### src/rtl/reorder_buffer.sv
// reorder_buffer: in-order retirement buffer with out-of-order completion,
// multi-slot commit and mispredict flush at retirement.
`ifndef PHYSICAL_REG_NUM_WIDTH
`define PHYSICAL_REG_NUM_WIDTH 6
`endif
`ifndef INST_ADDR_WIDTH
`define INST_ADDR_WIDTH 32
`endif
`ifndef MAX_NUM_OF_COMMITS
`define MAX_NUM_OF_COMMITS 2
`endif

module reorder_buffer #(
   parameter int ROB_DEPTH              = 16,
   parameter int PHYSICAL_REG_NUM_WIDTH = `PHYSICAL_REG_NUM_WIDTH,
   parameter int INST_ADDR_WIDTH        = `INST_ADDR_WIDTH,
   parameter int MAX_NUM_OF_COMMITS     = `MAX_NUM_OF_COMMITS,
   parameter int NUM_CDB                = 2,
   parameter int TAG_W                  = $clog2(ROB_DEPTH)
) (
   input  logic clk,
   input  logic reset,
   input  logic alloc_valid,
   input  logic alloc_reg_wb,
   input  logic [PHYSICAL_REG_NUM_WIDTH-1:0] alloc_phy_wr_reg,
   output logic [TAG_W-1:0] alloc_tag,
   output logic rob_full,
   output logic [TAG_W:0] rob_count,
   output logic overflow_err,
   input  logic [NUM_CDB-1:0] complete_valid,
   input  logic [NUM_CDB-1:0][TAG_W-1:0] complete_tag,
   input  logic [NUM_CDB-1:0] complete_mispredict,
   input  logic [NUM_CDB-1:0][INST_ADDR_WIDTH-1:0] complete_target_pc,
   output logic [MAX_NUM_OF_COMMITS-1:0] commit_valid,
   output logic [MAX_NUM_OF_COMMITS-1:0] commit_with_write,
   output logic [MAX_NUM_OF_COMMITS-1:0][PHYSICAL_REG_NUM_WIDTH-1:0]
      commited_wr_register,
   output logic flush,
   output logic [INST_ADDR_WIDTH-1:0] flush_pc
);
   localparam int PW  = TAG_W + 1;
   localparam int MC  = MAX_NUM_OF_COMMITS;
   localparam int PRW = PHYSICAL_REG_NUM_WIDTH;
   localparam int IAW = INST_ADDR_WIDTH;

   logic [ROB_DEPTH-1:0] r_valid;
   logic [ROB_DEPTH-1:0] r_done;
   logic [ROB_DEPTH-1:0] r_misp;
   logic [ROB_DEPTH-1:0] r_wb;
   logic [PRW-1:0]       r_phy [ROB_DEPTH];
   logic [IAW-1:0]       r_tpc [ROB_DEPTH];
   logic [PW-1:0]        r_head;
   logic [PW-1:0]        r_tail;
   logic                 r_ovf;
   logic                 r_flush;
   logic [IAW-1:0]       r_flush_pc;
   logic [MC-1:0]        r_cv;
   logic [MC-1:0]        r_cw;
   logic [MC-1:0][PRW-1:0] r_cr;

   logic [PW-1:0]          w_count;
   logic [MC-1:0][TAG_W-1:0] w_idx;
   logic [MC-1:0]          w_ret;
   logic [PW-1:0]          w_nret;
   logic                   w_go;
   logic                   w_flush_now;
   logic [IAW-1:0]         w_flush_pc;
   logic                   w_alloc;
   logic                   w_ovf;
   logic [PW-1:0]          w_new_head;
   logic [TAG_W-1:0]       w_tail_idx;

   assign w_count    = r_tail - r_head;
   assign w_tail_idx = r_tail[TAG_W-1:0];

   // Retire a done prefix; a mispredicted entry ends the prefix.
   always_comb begin
      w_ret       = '0;
      w_nret      = '0;
      w_go        = 1'b1;
      w_flush_now = 1'b0;
      w_flush_pc  = '0;
      w_idx       = '0;
      for (int i = 0; i < MC; i++) begin
         w_idx[i] = r_head[TAG_W-1:0] + TAG_W'(i);
         if (w_go && r_valid[w_idx[i]] && r_done[w_idx[i]]) begin
            w_ret[i] = 1'b1;
            w_nret   = w_nret + PW'(1);
            if (r_misp[w_idx[i]]) begin
               w_flush_now = 1'b1;
               w_flush_pc  = r_tpc[w_idx[i]];
               w_go        = 1'b0;
            end
         end else begin
            w_go = 1'b0;
         end
      end
   end

   assign w_new_head = r_head + w_nret;
   assign w_alloc = alloc_valid && !r_flush && !w_flush_now &&
                    (w_count < PW'(ROB_DEPTH));
   assign w_ovf   = alloc_valid && !r_flush && !w_flush_now &&
                    (w_count == PW'(ROB_DEPTH));

   always_ff @(posedge clk or negedge reset) begin
      if (!reset) begin
         r_head     <= '0;
         r_tail     <= '0;
         r_valid    <= '0;
         r_done     <= '0;
         r_misp     <= '0;
         r_wb       <= '0;
         r_ovf      <= 1'b0;
         r_flush    <= 1'b0;
         r_flush_pc <= '0;
         r_cv       <= '0;
         r_cw       <= '0;
         r_cr       <= '0;
         for (int k = 0; k < ROB_DEPTH; k++) begin
            r_phy[k] <= '0;
            r_tpc[k] <= '0;
         end
      end else begin
         r_head     <= w_new_head;
         r_flush    <= w_flush_now;
         r_flush_pc <= w_flush_now ? w_flush_pc : '0;
         r_cv       <= w_ret;
         for (int i = 0; i < MC; i++) begin
            r_cw[i] <= w_ret[i] & r_wb[w_idx[i]];
            r_cr[i] <= w_ret[i] ? r_phy[w_idx[i]] : '0;
         end
         if (w_ovf)
            r_ovf <= 1'b1;
         if (w_flush_now) begin
            r_valid <= '0;
            r_tail  <= w_new_head;
         end else begin
            // Descending order so the lowest port's target PC wins.
            for (int p = NUM_CDB - 1; p >= 0; p--) begin
               if (complete_valid[p] && r_valid[complete_tag[p]]) begin
                  r_done[complete_tag[p]] <= 1'b1;
                  if (complete_mispredict[p]) begin
                     r_misp[complete_tag[p]] <= 1'b1;
                     r_tpc[complete_tag[p]]  <= complete_target_pc[p];
                  end
               end
            end
            for (int i = 0; i < MC; i++) begin
               if (w_ret[i])
                  r_valid[w_idx[i]] <= 1'b0;
            end
            if (w_alloc) begin
               r_valid[w_tail_idx] <= 1'b1;
               r_done[w_tail_idx]  <= 1'b0;
               r_misp[w_tail_idx]  <= 1'b0;
               r_wb[w_tail_idx]    <= alloc_reg_wb;
               r_phy[w_tail_idx]   <= alloc_phy_wr_reg;
               r_tail              <= r_tail + PW'(1);
            end
         end
      end
   end

   assign alloc_tag            = w_tail_idx;
   assign rob_count            = w_count;
   assign rob_full             = w_count >= PW'(ROB_DEPTH - 1);
   assign overflow_err         = r_ovf;
   assign commit_valid         = r_cv;
   assign commit_with_write    = r_cw;
   assign commited_wr_register = r_cr;
   assign flush                = r_flush;
   assign flush_pc             = r_flush_pc;

endmodule

### config.mk
export PLATFORM = sky130hd
export DESIGN_NAME = reorder_buffer
export DESIGN_NICKNAME = d
export VERILOG_FILES = /design/src/rtl/reorder_buffer.sv
export SDC_FILE = /design/constraint.sdc
export NUM_CORES = 2
export LEC_CHECK = 0
export BUFFER_PORTS_ARGS = -buffer_cell sky130_fd_sc_hd__buf_2
export CORE_ASPECT_RATIO = 1.2
export CORE_MARGIN = 2
export CORE_UTILIZATION = 68
export DETAILED_ROUTE_END_ITERATION = 8
export PLACE_DENSITY = 0.88
export SLEW_MARGIN = 40
export SYNTH_ARGS = -nofsm -noshare
export SYNTH_HDL_FRONTEND = slang
export SYNTH_SLANG_ARGS = --single-unit
### constraint.sdc
create_clock -name clk -period 7.9 [get_ports clk]
set_clock_uncertainty 0.2 [all_clocks]
set_input_delay 0.395 -clock clk [delete_from_list [all_inputs] [get_ports clk]]
set_output_delay 0.395 -clock clk [all_outputs]
set_load 0.02 [all_outputs]
* Word level (Yosys, flattened, before mapping) *
Index checks and enable logic that the tools add are counted.

operators by class
  add/sub/neg operators = 5
  multiply operators = 0
  div/mod/pow operators = 0
  order comparisons = 20
  eq/ne operators = 1
  shift-type cells = 0
  mux-type cells = 94
  bitwise operators = 20
  reduce and logical (&&, ||, !) cells = 21

operators by type and width
  kind                                                         number
  two-way mux 512 bit                                          5
  bitwise mux 512 bit                                          2
  two-way mux 32 bit                                           11
  two-way mux 16 bit                                           18
  binary-select mux 32 bit (select 4 bit)                      2
  demux 32 bit (select 4 bit)                                  2
  bitwise mux 96 bit                                           1
  OR 16 bit                                                    5
  bitwise AND 16 bit                                           4
  binary-select mux 6 bit (select 4 bit)                       2
  NOT 16 bit                                                   3
  two-way mux 6 bit                                            7
  binary-select mux 1 bit (select 4 bit)                       10
  >= comparator 5 bit (second input constant)                  5
  less-than comparator 4 x 5 -> 1 bit (second input constant)  5
  NOT 4 -> 5 bit                                               5
  demux 6 bit (select 4 bit)                                   1
  two-way mux 1 bit                                            24
  demux 1 bit (select 4 bit)                                   5
  >= comparator 4 x 1 -> 1 bit (second input constant)         5
  logical AND 1 bit                                            17
  bitwise mux 16 bit                                           1
  less-than comparator 5 x 1 -> 1 bit (second input constant)  3
  two-way mux 5 bit                                            3
  12 further kinds                                             15

word-level totals
  flip-flop bits (word level) = 732
  latch bits = 0
  RAM bits = 0
  ROM bits = 0
  input bits = 86
  output and inout bits = 60
  logic and storage cells = 206
  memories kept = 0

* Depth between registers and ports, before layout *
  word-level depth = 14
  depth in mapped cells = 17

* Least setup slack after synthesis *
No wires, ideal clock.

  path kind = register to register
  from = register r_head[0]
  to = register r_tail[4]
  library setup time = 83 ps
  arrival time = 3726 ps
  path slack = 3892 ps
  cell stages (with the launch flop) = 18
  path buffers = 3
  period minus slack after synthesis = 4008 ps
  cell sequence = dfrtp_1 buf_6 clkinv_1 ha_1 buf_2 mux4_2 nor3_1 o31a_1 nand2_1 inv_1 clkbuf_1 ha_1 ha_1 fa_1 nand3_1 xnor2_1 nand2_1 o21ai_0

RTL lines
  item                                                          line  text
  start: declaration                                            52    logic [PW-1:0] r_head;
  start signal: assignment                                      125   r_head <= w_new_head;
  branches (longest 7 deep; another with adder 5 x 1 -> 5 bit)  --
  adder 5 bit (*)                                               100   assign w_new_head = r_head + w_nret;
  via w_new_head[4]                                             70    logic [PW-1:0] w_new_head;
  two-way mux 5 bit (*)                                         135   if (w_flush_now) begin
  end signal: assignment                                        137   r_tail <= w_new_head;
  end signal: assignment                                        159   r_tail <= r_tail + PW'(1);
  end: declaration                                              53    logic [PW-1:0] r_tail;

Mark *: on every way through the listed nets, which the timed path passes. The select of a mux whose other input is x is not followed.
A chain may end at the register's enable or synchronous reset.

* Final worst setup path *
  from = register r_head[1]
  to = register r_tpc[222] (netlist name)

on the way
  word-level cells in the longest chain between the ends = 7

ends and longest elaborated chain
  item                                                          line  text
  branches (longest 6 deep; another with adder 4 x 1 -> 4 bit)  --
  two-way mux 1 bit (*)                                         86    if (w_go && r_valid[w_idx[i]] && r_done[w_idx[i]]) begin
  end signal: indexed assignment                                145   r_tpc[complete_tag[p]] <= complete_target_pc[p];
  end: declaration                                              51    logic [IAW-1:0] r_tpc [ROB_DEPTH];

Every way passes the cells marked *. The select of a mux whose other input is x is not followed.

==> flow_summary.ini <==
[logic_synthesis]
yosysSeqAreaShare_pct = 42.94
synthDistinctLibCells = 66
synth_ff_type = dfrtp_1
synthArstFlopShare_pct = 100.0
syn-cell-area_sq_um = 42660
yosys_warnings = 0
synthCells = 3487
synth_nets = 3590
synth_edf_count = 0
synth-seq-cells = 732
postSynthAreaPerCell_sq_um = 12.23

[routing]
wl_per_cell_um = 37.65
drc = 73
totalWireLength_um = 157800
firstDrtPassIters = 9
num_vias = 37810
viasPerCell = 9.022
first_iter_violations = 8128
ant_nets = 0

[clocking]
cts_buffers = 77
cts_tree = built
clock-sinks = 732
path_clk_slew_ns = 0.06
cts-root-buf = clkbuf_16
clock_latency_ns = 0.67
h-tree-depth = 3
cts_hold_buf = 23
cts_setup_buffers = 0
cts_resized = 0
cts_buffer_depth = 3

[global_routing]
overflow = 0
grt_max_degree = 172
grt_usage_pct = 48.78
antenna_found_initial = 10
grt_pass1_wl_um = 235900
grt_pass1_vias = 38563

[floorplan]
io_pins = 146
die-height_um = 278.4
num_rows = 100
core_area_sq_um = 62060
dieArea_sq_um = 64770
die_w_um = 232.7
start_util_pct = 68.74

[placement]
placed_area_sq_um = 43250
gp_congestion = 0.9429
dp_worst_setup_slack_ns = 2.287
io_buffers = 145
hpwl_um = 84920

[timing]
fin_crit_sh_pct = 72.93
fin_setup_tns_ns = 0
fmax_ghz = 0.1736
setup_slack_ns = 2.138
hold_violations = 0
setup_viol = 0
maxSlewViolCount = 0
tightest_slew_ns = 1.009
maxSlewHeadroom_pct = 32.72
rsz0062_at_grt = no
hold_ws_ns = 0.02019
fin_crit_ns = 5.762

[setup_path]
crit_path_start_kind = register
cp.required_ns = 8.24
path_max_fanout = 104
path_class = reg2reg
crit_arrival_ns = 6.10
crit_path_end_kind = register

[final_layout]
nets = 3410
final_core_util_pct = 74.52
fin_area_sq_um = 46240
layout-drive-gt1-share_pct = 30.22
area_growth_pct = 8.400

[min_path]
hp-class = in2reg

[power]
p_int_mw = 13.59
p_leak_nw = 18.78
p_comb_share_pct = 51.0
power_frac_clock_pct = 16.8
switchingPower_mw = 9.356
power.density_nw_per_um2 = 496.2
ir_drop_uv = 438.4
swShare_pct = 40.78
seqPwrFrac_pct = 32.2

[outcome]
status = finished with violations
violations = DRC

[job]
drv.max_cap_violation_count = 0
==> routing by layer <==
| layer | wire length (um) | GRT usage (%) | vias to the layer above |
|---|---|---|---|
| met2 | 68050 | 69.51 | 4584 |
| met5 | 226 | 1.220 | - |
| li1 | - | - | 13542 |
| met3 | 26390 | 22.65 | 1629 |
| met4 | 16530 | 37.76 | 14 |
| met1 | 46600 | 57.07 | 18041 |
==> cell usage after synthesis, drive strengths merged (4+ instances only) <==
cell     instances  area (sq um)
o21a             7         52.55
buf            254          1309
nor2            42         172.7
and3            23         143.9
inv             12         50.04
ha              15         187.7
clkbuf         249         934.7
o2bb2a          11         110.1
o21ai           51         255.2
o21ba            9         90.09
a2bb2oi        497          4916
nand4            4         25.02
nor2b            6         37.54
nor3            10         60.06
and2            16         100.1
o21bai           6         45.04
nand2          268          1006
o311ai           7         61.31
dfrtp          732         18320
xor2             6         71.32
or3              6         37.54
xnor2            9         78.83
a21oi           38         257.7
nand3          152         780.8
mux2           116          1438
mux4           376          8468
o22ai          519          3247
a31o             5         43.79
==> sequential cells by signal, summed over array words and instances, names as in the netlist, 2 cells and up <==
register	count
commit_valid	2
commit_with_write	2
commited_wr_register	12
flush_pc	32
r_done	16
r_head	5
r_misp	16
r_phy	96
r_tail	5
r_tpc	512
r_valid	16
r_wb	16
==> cells in the final DEF (no fill, tap or decap), types with 50 or more instances in the layout <==
cell type and instances:
dfrtp_1 729, o21ai_0 50, clkbuf_16 78, mux2_2 81, mux4_2 376, nand2_1 259, a2bb2oi_1 407, a2bb2oi_2 90
nand3_1 131, buf_2 144, o22ai_1 519
==> stage by stage <==
step | std cells | power [mW]
6_report | 4191 | 22.95
5_1_grt | 4188 | 23.58
4_1_cts | 4181 | 22.25
3_5_place_dp | 4017 | 18.28
3_3_place_gp | 4007 | 17.63
2_1_floorplan | 3487 | 15.37
==> worst paths after layout <==
kind                                   startpoint      endpoint  slack (ns)  cells after the start
max reg2reg                             r_head[1]    r_tpc[222]        2.14                     10
max in group asynchronous                   reset  flush_pc[16]        5.40                      5
max                                     r_head[1]    r_tpc[222]        2.14                     10
min reg2reg                          overflow_err  overflow_err        0.29                      1
min                        complete_target_pc[51]    r_tpc[403]        0.02                      3
min in group asynchronous                   reset    r_tpc[232]        0.03                      2
==> cells by family (layout without fill, tap and decap cells) <==
| logic type | Yosys count | in the layout | synth area share [%] |
|---|---|---|---|
| AOI/OAI and AO/OA | 1170 | 1170 | 21.69 |
| xor gates and xnor gates | 15 | 15 | 0.3520 |
| adders and majority gates | 17 | 17 | 0.5338 |
| buffers and inverters | 516 | 398 | 5.385 |
| DFF | 732 | 732 | 42.94 |
| muxes | 494 | 494 | 23.27 |
| other | 0 | 6 | 0 |
| and+or+nand+nor | 543 | 543 | 5.837 |
==> worst max-delay path, stage by stage, from the launching register on <==
cell	delay (ns)
dfrtp_4	0.80
inv_4	0.18
ha_4	0.86
mux4_2	0.60
mux4_2	0.50
o31ai_2	0.11
a21o_4	0.40
buf_4	0.72
buf_12	0.41
buf_16	0.38
o2bb2a_1	0.30
==> power by group through the flow <==
stage / registers (mW) / logic, mW / clock network, mW
finish: 7.39 / 11.7 / 3.86
global route: 7.45 / 12.1 / 3.99
CTS: 7.16 / 11.3 / 3.82
detailed placement: 7.15 / 11.1 / 0
global placement: 6.91 / 10.7 / 0
floorplan: 6.59 / 8.78 / 0
==> cell type report <==
type	instances	area, sq um
Tap cell	816	1021
Antenna cell	6	15.01
Timing Repair Buffer	244	1833
Sequential cell	732	18330
Clock inverter	26	360.3
Clock buffer	115	2271
Fill cell	3563	15820
Inverter	13	58.81
Multi-Input combinational cell	2239	22360
No activity file was read; power rests on OpenSTA's default activity.
